[src/rtl/mul_pkg.sv]
// Shared definitions for the RV32M multiply issue controller.
// Op encoding, controller states and per-op decode helpers.
// No logic of its own; imported by the controller and its tests.
package mul_pkg;

  localparam logic [1:0] MUL_OP_MUL    = 2'd0;
  localparam logic [1:0] MUL_OP_MULH   = 2'd1;
  localparam logic [1:0] MUL_OP_MULHSU = 2'd2;
  localparam logic [1:0] MUL_OP_MULHU  = 2'd3;

  typedef enum logic [1:0] {
    IDLE = 2'd0,
    BUSY = 2'd1,
    HOLD = 2'd2
  } mul_state_e;

  // Only MUL returns the low half; the three MULH variants return the high half.
  function automatic logic op_is_lo(input logic [1:0] op);
    return op == MUL_OP_MUL;
  endfunction

  function automatic logic op_a_signed(input logic [1:0] op);
    return op != MUL_OP_MULHU;
  endfunction

  function automatic logic op_b_signed(input logic [1:0] op);
    return (op == MUL_OP_MUL) || (op == MUL_OP_MULH);
  endfunction

endpackage

[src/rtl/mul_req_fifo.sv]
// Generic DEPTH-entry synchronous FIFO with wrap-bit pointers and a clear input.
// Latency: written entry visible at the head the cycle after the push edge.
// Backpressure: full/empty are registered-state only; push when full and pop when empty are ignored.
module mul_req_fifo #(
  parameter int DEPTH = 2,
  parameter int W     = 8
) (
  input  logic         clk,
  input  logic         rst_n,
  input  logic         clr,
  input  logic         push,
  input  logic [W-1:0] wr_dat,
  input  logic         pop,
  output logic [W-1:0] rd_dat,
  output logic         empty,
  output logic         full
);

  localparam int AW = $clog2(DEPTH);

  logic [AW:0]  wr_ptr;
  logic [AW:0]  rd_ptr;
  logic [W-1:0] mem [DEPTH];
  logic         do_push;
  logic         do_pop;

  assign empty   = (wr_ptr == rd_ptr);
  assign full    = (wr_ptr[AW] != rd_ptr[AW]) && (wr_ptr[AW-1:0] == rd_ptr[AW-1:0]);
  assign do_push = push && !full && !clr;
  assign do_pop  = pop && !empty && !clr;
  assign rd_dat  = mem[rd_ptr[AW-1:0]];

  always_ff @(posedge clk or negedge rst_n) begin
    if (!rst_n) begin
      wr_ptr <= '0;
      rd_ptr <= '0;
    end else if (clr) begin
      wr_ptr <= '0;
      rd_ptr <= '0;
    end else begin
      if (do_push) wr_ptr <= wr_ptr + {{AW{1'b0}}, 1'b1};
      if (do_pop)  rd_ptr <= rd_ptr + {{AW{1'b0}}, 1'b1};
    end
  end

  // Storage needs no reset: an entry is only read after it has been written.
  always_ff @(posedge clk) begin
    if (do_push) mem[wr_ptr[AW-1:0]] <= wr_dat;
  end

endmodule

[src/rtl/mul_issue_ctrl.sv]
// Sequences RV32M multiplies onto the shared 4-cycle non-pipelined multiplier, one op at a time.
// Latency: enqueue at edge t -> issue in t+1 -> multiplier result in t+5 -> res_valid in t+6.
// Backpressure: req_ready drops when the request FIFO is full; a held result blocks further issue until res_ready.
module mul_issue_ctrl
  import mul_pkg::*;
#(
  parameter int DEPTH = 2,
  parameter int TAG_W = 4
) (
  input  logic             clk,
  input  logic             rst_n,
  input  logic             flush,
  input  logic             req_valid,
  output logic             req_ready,
  input  logic [1:0]       req_op,
  input  logic [31:0]      req_rs1,
  input  logic [31:0]      req_rs2,
  input  logic [TAG_W-1:0] req_tag,
  output logic             mul_in_en,
  output logic [31:0]      mul_a,
  output logic [31:0]      mul_b,
  output logic             mul_a_signed,
  output logic             mul_b_signed,
  input  logic             mul_idle,
  input  logic             mul_out_en,
  input  logic [31:0]      mul_sum_hi,
  input  logic [31:0]      mul_sum_lo,
  output logic             res_valid,
  input  logic             res_ready,
  output logic [TAG_W-1:0] res_tag,
  output logic [31:0]      res_data
);

  localparam int FW = 2 + 32 + 32 + TAG_W;

  logic [FW-1:0]    head;
  logic [1:0]       head_op;
  logic [TAG_W-1:0] head_tag;
  logic             fifo_empty;
  logic             fifo_full;
  logic             push;
  logic             issue;
  logic             res_cap;

  mul_state_e       state;
  mul_state_e       state_nxt;
  logic             killed;
  logic             killed_nxt;
  logic [1:0]       inf_op;
  logic [TAG_W-1:0] inf_tag;

  assign req_ready = !fifo_full;
  assign push      = req_valid && req_ready && !flush;
  assign issue     = (state == IDLE) && !fifo_empty && mul_idle && !flush;

  mul_req_fifo #(
    .DEPTH (DEPTH),
    .W     (FW)
  ) u_fifo (
    .clk    (clk),
    .rst_n  (rst_n),
    .clr    (flush),
    .push   (push),
    .wr_dat ({req_op, req_rs1, req_rs2, req_tag}),
    .pop    (issue),
    .rd_dat (head),
    .empty  (fifo_empty),
    .full   (fifo_full)
  );

  assign {head_op, mul_a, mul_b, head_tag} = head;
  assign mul_in_en    = issue;
  assign mul_a_signed = op_a_signed(head_op);
  assign mul_b_signed = op_b_signed(head_op);
  assign res_valid    = (state == HOLD);

  always_comb begin
    state_nxt  = state;
    killed_nxt = killed;
    res_cap    = 1'b0;
    case (state)
      IDLE: begin
        // A late mul_out_en from an op lost to reset lands here and is ignored.
        killed_nxt = 1'b0;
        if (issue) state_nxt = BUSY;
      end
      BUSY: begin
        if (mul_out_en) begin
          killed_nxt = 1'b0;
          if (killed || flush) begin
            state_nxt = IDLE;
          end else begin
            state_nxt = HOLD;
            res_cap   = 1'b1;
          end
        end else if (flush) begin
          killed_nxt = 1'b1;
        end
      end
      HOLD: begin
        if (flush || res_ready) state_nxt = IDLE;
      end
      default: state_nxt = IDLE;
    endcase
  end

  always_ff @(posedge clk or negedge rst_n) begin
    if (!rst_n) begin
      state    <= IDLE;
      killed   <= 1'b0;
      inf_op   <= MUL_OP_MUL;
      inf_tag  <= '0;
      res_tag  <= '0;
      res_data <= '0;
    end else begin
      state  <= state_nxt;
      killed <= killed_nxt;
      if (issue) begin
        inf_op  <= head_op;
        inf_tag <= head_tag;
      end
      if (res_cap) begin
        res_tag  <= inf_tag;
        res_data <= op_is_lo(inf_op) ? mul_sum_lo : mul_sum_hi;
      end
    end
  end

endmodule

[config.mk]
export PLATFORM = sky130hd
export DESIGN_NAME = mul_issue_ctrl
export DESIGN_NICKNAME = d
export VERILOG_FILES = /design/src/rtl/mul_pkg.sv /design/src/rtl/mul_req_fifo.sv /design/src/rtl/mul_issue_ctrl.sv
export SDC_FILE = /design/constraint.sdc
export NUM_CORES = 1
export LEC_CHECK = 0
export ABC_AREA = 1
export CORE_MARGIN = 2
export CORE_UTILIZATION = 35
export DETAILED_ROUTE_END_ITERATION = 16
export PLACE_DENSITY = 0.64
export SLEW_MARGIN = 20
export SYNTH_ARGS = -nofsm -noshare
export SYNTH_HDL_FRONTEND = slang
export SYNTH_SLANG_ARGS = --single-unit
[constraint.sdc]
create_clock -name clk -period 3.9 [get_ports clk]
set_input_delay 0.585 -clock clk [delete_from_list [all_inputs] [get_ports clk]]
set_output_delay 0.585 -clock clk [all_outputs]
set_load 0.02 [all_outputs]
==> results.py, run 1 <==
metrics = {
    "clock_tree": {
        "postCtsSetupRepairBufs": 0,
        "cts_max_path_buffers": 2,
        "postCtsHoldBufs": 0,
        "clock_latency_at_the_later_pin_of_the_worst_skew_pair_ps": 440,
        "cts.sinks": 189,
        "cts_root_buffer": "sky130_fd_sc_hd__clkbuf_16",
        "tritoncts.num_buffers": 17,
        "cts_resized": 0,
        "tritoncts": "yes",
        "clock_tree.htree_level_count": 4,
        "worst_setup_hold_path_clk_slew_ps": 80,
    },
    "floorplan": {
        "coreArea_um2": 22600,
        "die_height_um": 156,
        "floorplan.die_area_um2": 24300,
        "io-pin-count": 246,
        "core.rowCount": 55,
        "initial_utilization": 0.357,
        "die_width_um": 156,
    },
    "setup_path": {
        "critPathArrivalTime_ps": 2460,
        "critPathKind": "reg2out",
        "timing.critical_path.from_type": "flop",
        "timing.critical_path.cells": "buf_4 -> nand2_1 -> nand2_1 -> clkdlybuf4s50_1",
        "crit_path_max_incr_delay_ps": 650,
        "launching_point_of_the_worst_reg2reg_path": "u_fifo.rd_ptr[0]",
        "worst_path_most_repeated_cell": "sky130_fd_sc_hd__nand2_1",
        "worst_ep_required_time_ps": 3310,
        "startpoint": "u_fifo.rd_ptr[0]",
        "crit_path_top_delay_cell": "sky130_fd_sc_hd__clkdlybuf4s50_1",
        "path_max_fanout": 65,
        "worstSetupEndpointType": "output port",
        "worst-r2r-setup-slack_ps": 1670,
    },
    "place": {
        "portBuffers": 245,
        "globalplace.congestion": 0.752,
        "dp.final_hpwl_um": 12500,
    },
    "yosys": {
        "ys_ff_latch": 189,
        "synth_fp_nets": 921,
        "synth_area_leader_cell": "sky130_fd_sc_hd__edfxtp_1",
        "postSynthCellCount": 780,
        "synth_cell_type_count": 22,
        "yosysTopAreaCellShare": 0.520,
        "synth_warnings": 0,
        "sequential_area_share_after_synthesis": 0.671,
        "synth_top_cells_by_area": "sky130_fd_sc_hd__edfxtp_1 52%, sky130_fd_sc_hd__nand2_1 19%, sky130_fd_sc_hd__dfrtp_1 15%",
        "syn_area_um2": 8090,
        "avg_cell_area_syn_um2": 10.4,
    },
    "cells_and_area": {
        "multiInputGateArea_um2": 1940,
        "layout.nets": 1101,
        "register_area_um2": 5430,
        "antenna_cells_inserted": 0,
        "most-common-layout-cells": "417 x sky130_fd_sc_hd__nand2_1, 244 x sky130_fd_sc_hd__clkdlybuf4s50_1, 140 x sky130_fd_sc_hd__edfxtp_1",
        "layout.cells.most_common": "sky130_fd_sc_hd__nand2_1",
        "final_layout_size_suffix_gt1_frac": 0.0576,
        "fillers": 2049,
        "flow.area_growth_from_synthesis_pct": 35.8,
    },
    "sta": {
        "grt_setup_unrepaired": "false",
        "timing.final.hold_violations": 0,
        "report.final.slew_viol_count": 0,
        "clock.fmax_ghz": 0.329,
        "slew_headroom": 0.512,
        "final.setup.tns_ps": 0,
        "period_share": 0.780,
        "setup_violations": 0,
        "skew_final_ps": 22.8,
        "layout_min_cycle_time_ps": 3040,
        "whs_ps": 93.6,
        "max_slew.worst_pin.slew_ps": 731,
    },
    "grt": {
        "grt_pass1_wl_um": 29000,
        "gr-usage-all-layers": 0.156,
        "grt_start_max_net_pins": 71,
        "gr-total-overflow": 0,
        "grt_pass1_vias": 5523,
        "antenna_found_initial": 2,
    },
    "detailed_routing": {
        "drt_iter0_drc": 390,
        "route.antenna.remaining_nets": 0,
        "wl_per_cell_um": 15.1,
        "num_vias": 5660,
        "drt_drc_violations_left": 0,
        "final_routed_wirelength_um": 19000,
        "routed_via_density": 4.50,
        "firstDrtPassIters": 4,
    },
    "hold_path": {
        "hp-class": "in2async",
    },
    "run_status": {
        "run_status": "finished clean",
    },
    "power_and_ir_drop": {
        "cellPowerDensity_nw_per_um2": 608,
        "vdd_ir_drop_max_mv": 0.297,
        "design_power_total_uw": 6680,
        "power_leakage_uw": 0.00461,
    },
    "flow_run": {
        "max_cap_viol_count": 0,
    },
}
-- sequential cells by signal, summed over array words and instances, names as in the netlist --
name           cells
res_tag            4
state              2
u_fifo.mem       140
inf_op             2
res_data          32
killed             1
u_fifo.rd_ptr      2
u_fifo.wr_ptr      2
inf_tag            4
-- per-layer routing --
metal,vias to the layer above,track usage,wire (µm)
met5,-,0,27
li1,2832,-,-
met3,15,0.0769,2380
met2,218,0.254,8770
met1,2591,0.182,7680
met4,4,0.0450,172
-- critical path, delay by kind of cell, from the launching register on --
kind,cells,cell delay (ps)
AND/OR/NAND/NOR,2,220
flip-flops,1,500
buffers and inverters,2,1270
-- kinds of logic (layout without fill, tap and decap cells) --
kind of cell	after synthesis	in the layout	synth area share
AO/OA/AOI/OAI	34	34	0.0210
buffers and inverters	110	303	0.0914
AND/OR/NAND/NOR	447	447	0.216
flip-flops	189	189	0.671
-- report_power, final --
part,internal (µW),switching (µW),leakage [µW]
Sequential,2470,145,0.00191
Clock,888,893,0.000301
Combinational,971,1320,0.00239
Total,4330,2350,0.00461
-- worst paths after layout --
kind,endpoint,cells after the start
min,res_data[8],1
min in group clk,inf_tag[2],2
max reg2reg,u_fifo.mem[1][57],7
min reg2reg,inf_tag[2],2
max in group asynchronous,inf_tag[0],2
max,mul_a[9],4
-- synth_stat cells --
| library cell | count |
|---|---|
| sky130_fd_sc_hd__buf_2 | 13 |
| sky130_fd_sc_hd__buf_4 | 65 |
| sky130_fd_sc_hd__buf_6 | 3 |
| sky130_fd_sc_hd__buf_8 | 3 |
| sky130_fd_sc_hd__clkbuf_1 | 11 |
| sky130_fd_sc_hd__clkbuf_8 | 1 |
| sky130_fd_sc_hd__clkinv_1 | 1 |
| sky130_fd_sc_hd__dfrtp_1 | 49 |
| sky130_fd_sc_hd__edfxtp_1 | 140 |
| sky130_fd_sc_hd__inv_1 | 10 |
| sky130_fd_sc_hd__inv_2 | 3 |
| sky130_fd_sc_hd__nand2_1 | 417 |
| sky130_fd_sc_hd__nand2_2 | 1 |
| sky130_fd_sc_hd__nand3_1 | 5 |
| sky130_fd_sc_hd__nand3_2 | 1 |
| sky130_fd_sc_hd__nand3_4 | 1 |
| sky130_fd_sc_hd__nand4_1 | 10 |
| sky130_fd_sc_hd__nor2_1 | 9 |
| sky130_fd_sc_hd__nor2_2 | 1 |
| sky130_fd_sc_hd__nor3_1 | 1 |
| sky130_fd_sc_hd__nor3b_4 | 1 |
| sky130_fd_sc_hd__o21ai_0 | 34 |
-- area by class of cell --
| cell class | instances | area share |
|---|---|---|
| flip-flops and latches | 189 | 0.494 |
| well taps | 285 | 0.0325 |
| inverters | 14 | 0.00478 |
| clock inverters | 15 | 0.0179 |
| repair buffers | 257 | 0.236 |
| multi-input cells | 481 | 0.176 |
| clock buffers | 17 | 0.0387 |
-- metrics by stage --
stage	worst slack (ps)	util	area (µm²)	instances
after floorplan	635	-	8090	780
after global placement	926	0.458	10400	1226
after detailed placement	883	0.458	10400	1226
after CTS	751	0.485	11000	1258
after global routing	647	0.485	11000	1258
final	860	0.485	11000	1258
No activity file was read; power rests on OpenSTA's default activity.
==> run 2, diff against run 1 <==
PLACE_DENSITY = 0.62   (was 0.64)
clock period = 2.9 ns   (was 3.9 ns; I/O delays follow)
==> run 2 against run 1 <==
  * Die area did not move
  * Via count rose by 0.67%
  * Sequential power rose by 34%
  * Core utilization barely moved
  * Critical path depth did not move
  * Clock skew fell by 8.4 ps
  * Total power rose by 34%
  * Hold slack improved by 370 ps
  * Critical endpoint is now mul_a[8]
==> results.py, run 2 (synthesis results as in run 1) <==
metrics = {
    "floorplan": {
        "io-pin-count": 246,
        "coreArea_um2": 22600,
        "core.rowCount": 55,
        "initial_utilization": 0.357,
        "die_width_um": 156,
        "floorplan.die_area_um2": 24300,
        "die_height_um": 156,
    },
    "sta": {
        "clock.fmax_ghz": 0.378,
        "layout_min_cycle_time_ps": 2640,
        "final.setup.tns_ps": 0,
        "slew_headroom": 0.387,
        "period_share": 0.912,
        "skew_final_ps": 14.4,
        "report.final.slew_viol_count": 0,
        "setup_violations": 0,
        "max_slew.worst_pin.slew_ps": 918,
        "timing.final.hold_violations": 0,
        "grt_setup_unrepaired": "false",
    },
    "detailed_routing": {
        "final_routed_wirelength_um": 18700,
        "wl_per_cell_um": 14.9,
        "firstDrtPassIters": 5,
        "routed_via_density": 4.52,
        "route.antenna.remaining_nets": 0,
        "drt_drc_violations_left": 0,
        "drt_iter0_drc": 312,
        "num_vias": 5698,
    },
    "cells_and_area": {
        "layoutNonFillerInstCount": 1261,
        "flow.area_growth_from_synthesis_pct": 35.7,
        "final_layout_size_suffix_gt1_frac": 0.0605,
        "fillers": 2039,
        "multiInputGateArea_um2": 1930,
        "number_of_flip_flops_under_the_largest_register_name": 140,
        "register_area_um2": 5430,
        "most-common-layout-cells": "417 x sky130_fd_sc_hd__nand2_1, 243 x sky130_fd_sc_hd__clkdlybuf4s50_1, 140 x sky130_fd_sc_hd__edfxtp_1",
        "antenna_cells_inserted": 0,
        "layout.nets": 1104,
        "layout.cells.most_common": "sky130_fd_sc_hd__nand2_1",
    },
    "flow_run": {
        "max_cap_viol_count": 0,
    },
    "power_and_ir_drop": {
        "vdd_ir_drop_max_mv": 0.391,
        "portion_of_total_power_attributed_to_combinational_logic": 0.346,
        "power.internal_uw": 5820,
        "power.share.clock": 0.262,
        "power.switching_uw": 3130,
        "power.switching_fraction": 0.349,
        "cellPowerDensity_nw_per_um2": 815,
        "share_seq_of_total_power": 0.392,
        "design_power_total_uw": 8940,
        "power_leakage_uw": 0.00462,
    },
    "clock_tree": {
        "clock_tree.htree_level_count": 4,
        "cts.sinks": 189,
        "tritoncts.num_buffers": 17,
        "clock_latency_at_the_later_pin_of_the_worst_skew_pair_ps": 430,
        "cts_root_buffer": "sky130_fd_sc_hd__clkbuf_16",
        "tritoncts": "yes",
        "postCtsSetupRepairBufs": 0,
        "cts_max_path_buffers": 2,
        "worst_setup_hold_path_clk_slew_ps": 70,
    },
    "setup_path": {
        "critPathKind": "reg2out",
        "worst_ep_required_time_ps": 2470,
        "crit_path_max_incr_delay_ps": 630,
        "critPathArrivalTime_ps": 2210,
        "worstSetupEndpointType": "output port",
        "worst_path_most_repeated_cell": "sky130_fd_sc_hd__nand2_1",
        "path_max_fanout": 55,
        "timing.critical_path.from_type": "flop",
        "crit_path_top_delay_cell": "sky130_fd_sc_hd__clkdlybuf4s50_1",
        "critPathBufInv": 2,
        "timing.critical_path.cells": "buf_4 -> nand2_1 -> nand2_1 -> clkdlybuf4s50_1",
        "critPathTopFamily": "buffers and inverters",
    },
    "grt": {
        "gr-total-overflow": 0,
        "gr-usage-all-layers": 0.154,
        "grt_pass1_wl_um": 28900,
        "grt_start_max_net_pins": 71,
        "antenna_found_initial": 3,
        "grt_pass1_vias": 5643,
    },
    "place": {
        "portBuffers": 245,
        "placed_cells": 1228,
        "globalplace.congestion": 0.728,
        "dp.final_hpwl_um": 12200,
    },
    "hold_path": {
        "hp-class": "reg2reg",
    },
    "run_status": {
        "run_status": "finished clean",
    },
}
-- run 2: cell type report --
cell class              instances  area share
flip-flops and latches        189       0.495
repair buffers                260       0.236
multi-input cells             481       0.176
clock buffers                  17      0.0388
well taps                     285      0.0325
clock inverters                15      0.0173
inverters                      14     0.00479
-- run 2: worst register-to-register path: stages (launching register included) --
cell and delay [ps]:
sky130_fd_sc_hd__dfrtp_2 420, sky130_fd_sc_hd__buf_4 210, sky130_fd_sc_hd__nand2_1 80, sky130_fd_sc_hd__nand2_1 70
sky130_fd_sc_hd__nand2_1 160, sky130_fd_sc_hd__nand3_1 140, sky130_fd_sc_hd__nor2_4 130, sky130_fd_sc_hd__buf_12 370
-- run 2: worst paths after layout --
kind / cells after the start / end / start / slack [ps]
max reg2reg: 7 / u_fifo.mem[1][60] / u_fifo.rd_ptr[0] / 960
min: 2 / res_tag[3] / inf_tag[3] / 470
min reg2reg: 2 / res_tag[3] / inf_tag[3] / 470
min in group asynchronous: 2 / res_data[18] / rst_n / 500
max in group asynchronous: 3 / res_data[31] / rst_n / 1630
max: 4 / mul_a[8] / u_fifo.rd_ptr[0] / 260
-- run 2: per-layer routing --
| metal | track usage | vias up | share of wire |
|---|---|---|---|
| li1 | - | 2830 | - |
| met1 | 0.173 | 2623 | 0.40 |
| met2 | 0.255 | 212 | 0.46 |
| met3 | 0.0819 | 27 | 0.13 |
| met4 | 0.0441 | 6 | 0.013 |
| met5 | 0 | - | 0.0022 |
-- run 2: metrics by stage --
stage	instance area [µm²]	setup slack, ps	utilization	hold slack [ps]
after floorplan	8100	110	-	139
after global placement	10300	436	0.457	420
after detailed placement	10300	407	0.457	432
after CTS	11000	94.5	0.485	470
after global routing	11000	83.6	0.485	482
final	11000	255	0.485	465
-- run 2: repair_timing --
action | in CTS | in global routing
hold endpoints to repair | 19 | 0
setup endpoints to repair | 0 | 1
hold buffers | 1 | 0
resized for setup | 0 | 1
-- run 2: power groups by stage --
stage / Clock [µW] / Combinational, µW / Sequential (µW)
global placement: 0 / 3120 / 3540
global route: 2550 / 3380 / 3560
CTS: 2420 / 3140 / 3510
floorplan: 0 / 1560 / 3870
detailed placement: 0 / 3120 / 3560
finish: 2340 / 3090 / 3500
==> edit, RTL diff (config.mk and constraints of run 2) <==
`DEPTH` is set to 2 in 2 places; all go to 4.
--- a/src/rtl/mul_req_fifo.sv
+++ b/src/rtl/mul_req_fifo.sv
@@ -2,7 +2,7 @@
 // Latency: written entry visible at the head the cycle after the push edge.
 // Backpressure: full/empty are registered-state only; push when full and pop when empty are ignored.
 module mul_req_fifo #(
-  parameter int DEPTH = 2,
+  parameter int DEPTH = 4,
   parameter int W     = 8
 ) (
   input  logic         clk,
--- a/src/rtl/mul_issue_ctrl.sv
+++ b/src/rtl/mul_issue_ctrl.sv
@@ -4,7 +4,7 @@
 module mul_issue_ctrl
   import mul_pkg::*;
 #(
-  parameter int DEPTH = 2,
+  parameter int DEPTH = 4,
   parameter int TAG_W = 4
 ) (
   input  logic             clk,
Check against the original RTL: not equivalent (a bounded check fails within 4 cycles, from zero or initial values and one cycle with rst_n low).
==> edit against run 2 <==
Routed wire length up 70%. Synthesized area up 67%. Largest power group unchanged. Power grew 61%. Final cell count is 40% higher. Design area increased by 58%. Setup slack worse by 200 ps. Sequential cell count grew 142. Critical path depth rose by 1.
==> edit: results (changes against run 2) <==
| Metric | Value |
|---|---|
| RR Endpoint | u_fifo.mem[0][14]$_DFFE_PP_ |
| Global-route wire length before repair | 49,560 um (+71%) |
| Vias | 8,539 (+50%) |
| GR Layer Usage met1 | 0.1982 (+0.02566) |
| Wire length on met2 | 14,770 um (+72%) |
| Reg2Reg Setup Slack | 640 ps (-320 ps) |
| Share of flip-flops with an asynchronous set or reset | 0.1541 (-0.1052) |
| Dominant cells by area after synthesis | edfxtp_1 (62%), dfrtp_1 (9.5%), nor2_1 (4.9%) |
| Met3 Resource Use GR | 0.05565 (-0.02630) |
| DRT met1 WL | 13,740 um (+83%) |
| Worst EP arrival | 2410 ps (+200 ps) |
| Average wire per standard cell | 17.97 um (+21%) |
| Max FFs per register | 280 (+100%) |
| Fin nets | 1,376 (+25%) |
| Worst hold margin | 405.3 ps (-60.14 ps) |
| CTS Buffer Depth | 3 (+1) |
| Skew final | 13.71 ps (-0.7020 ps) |
| Seq/Total Area, Yosys | 0.7178 (+0.04659) |
| Logic power comb | 4.11 mW (+33%) |
| Reg2Reg Depth | 6 (-1) |
| Pwr per Cell Area | 829.5 nW/um2 (+1.8%) |
| GR Util met2 | 0.2557 (+0.0003314) |
| EDFF count, synth | 280 (+100%) |
| Gr usage total | 0.1566 (+0.002720) |
| DR WL met3 | 2658 um (+12%) |
| Status | finished, final reports clean |
| Dpl cell area | 16,080 um2 (+55%) |
| Largest net degree at the start of global routing | 109 (+54%) |
| Worst slack at placement | 323.6 ps (-83.11 ps) |
| Initial antenna violation count | 4 (+1) |
| GPL Wtd Cong | 0.8338 (+14%) |
==> edit: cell count changes after synthesis, sizes merged, moves of 8 or more <==
cell    delta
clkbuf    +13
nor3      +32
o21ai    +107
nand3     +10
nand4      -8
nand2    -326
nor2     +168
buf       +21
o22ai     +68
o31ai     +32
edfxtp   +140
==> edit: logic make-up (layout without fill, tap and decap cells) <==
family / count (synthesis) / after routing / share of synthesized area
buf+inv: 148 / 354 / 0.06946
simple gates: 322 / 322 / 0.09923
compound gates: 241 / 241 / 0.1055
xor+xnor: 3 / 3 / 0.003339
fa+ha+maj: 5 / 5 / 0.004637
flops: 331 / 331 / 0.7178
==> edit: what timing repair did <==
item,CTS,global route
resized for setup,19,41
hold endpoints to repair,19,0
setup endpoints to repair,33,40
hold buffers,1,0
==> edit: layout make-up <==
type	instances	share of cell area
Clock buffer	47	0.05677
Inverter	18	0.004328
Clock inverter	18	0.009737
Timing Repair Buffer	271	0.1665
Tap cell	511	0.03686
Sequential cell	331	0.5586
Multi-Input combinational cell	571	0.1672
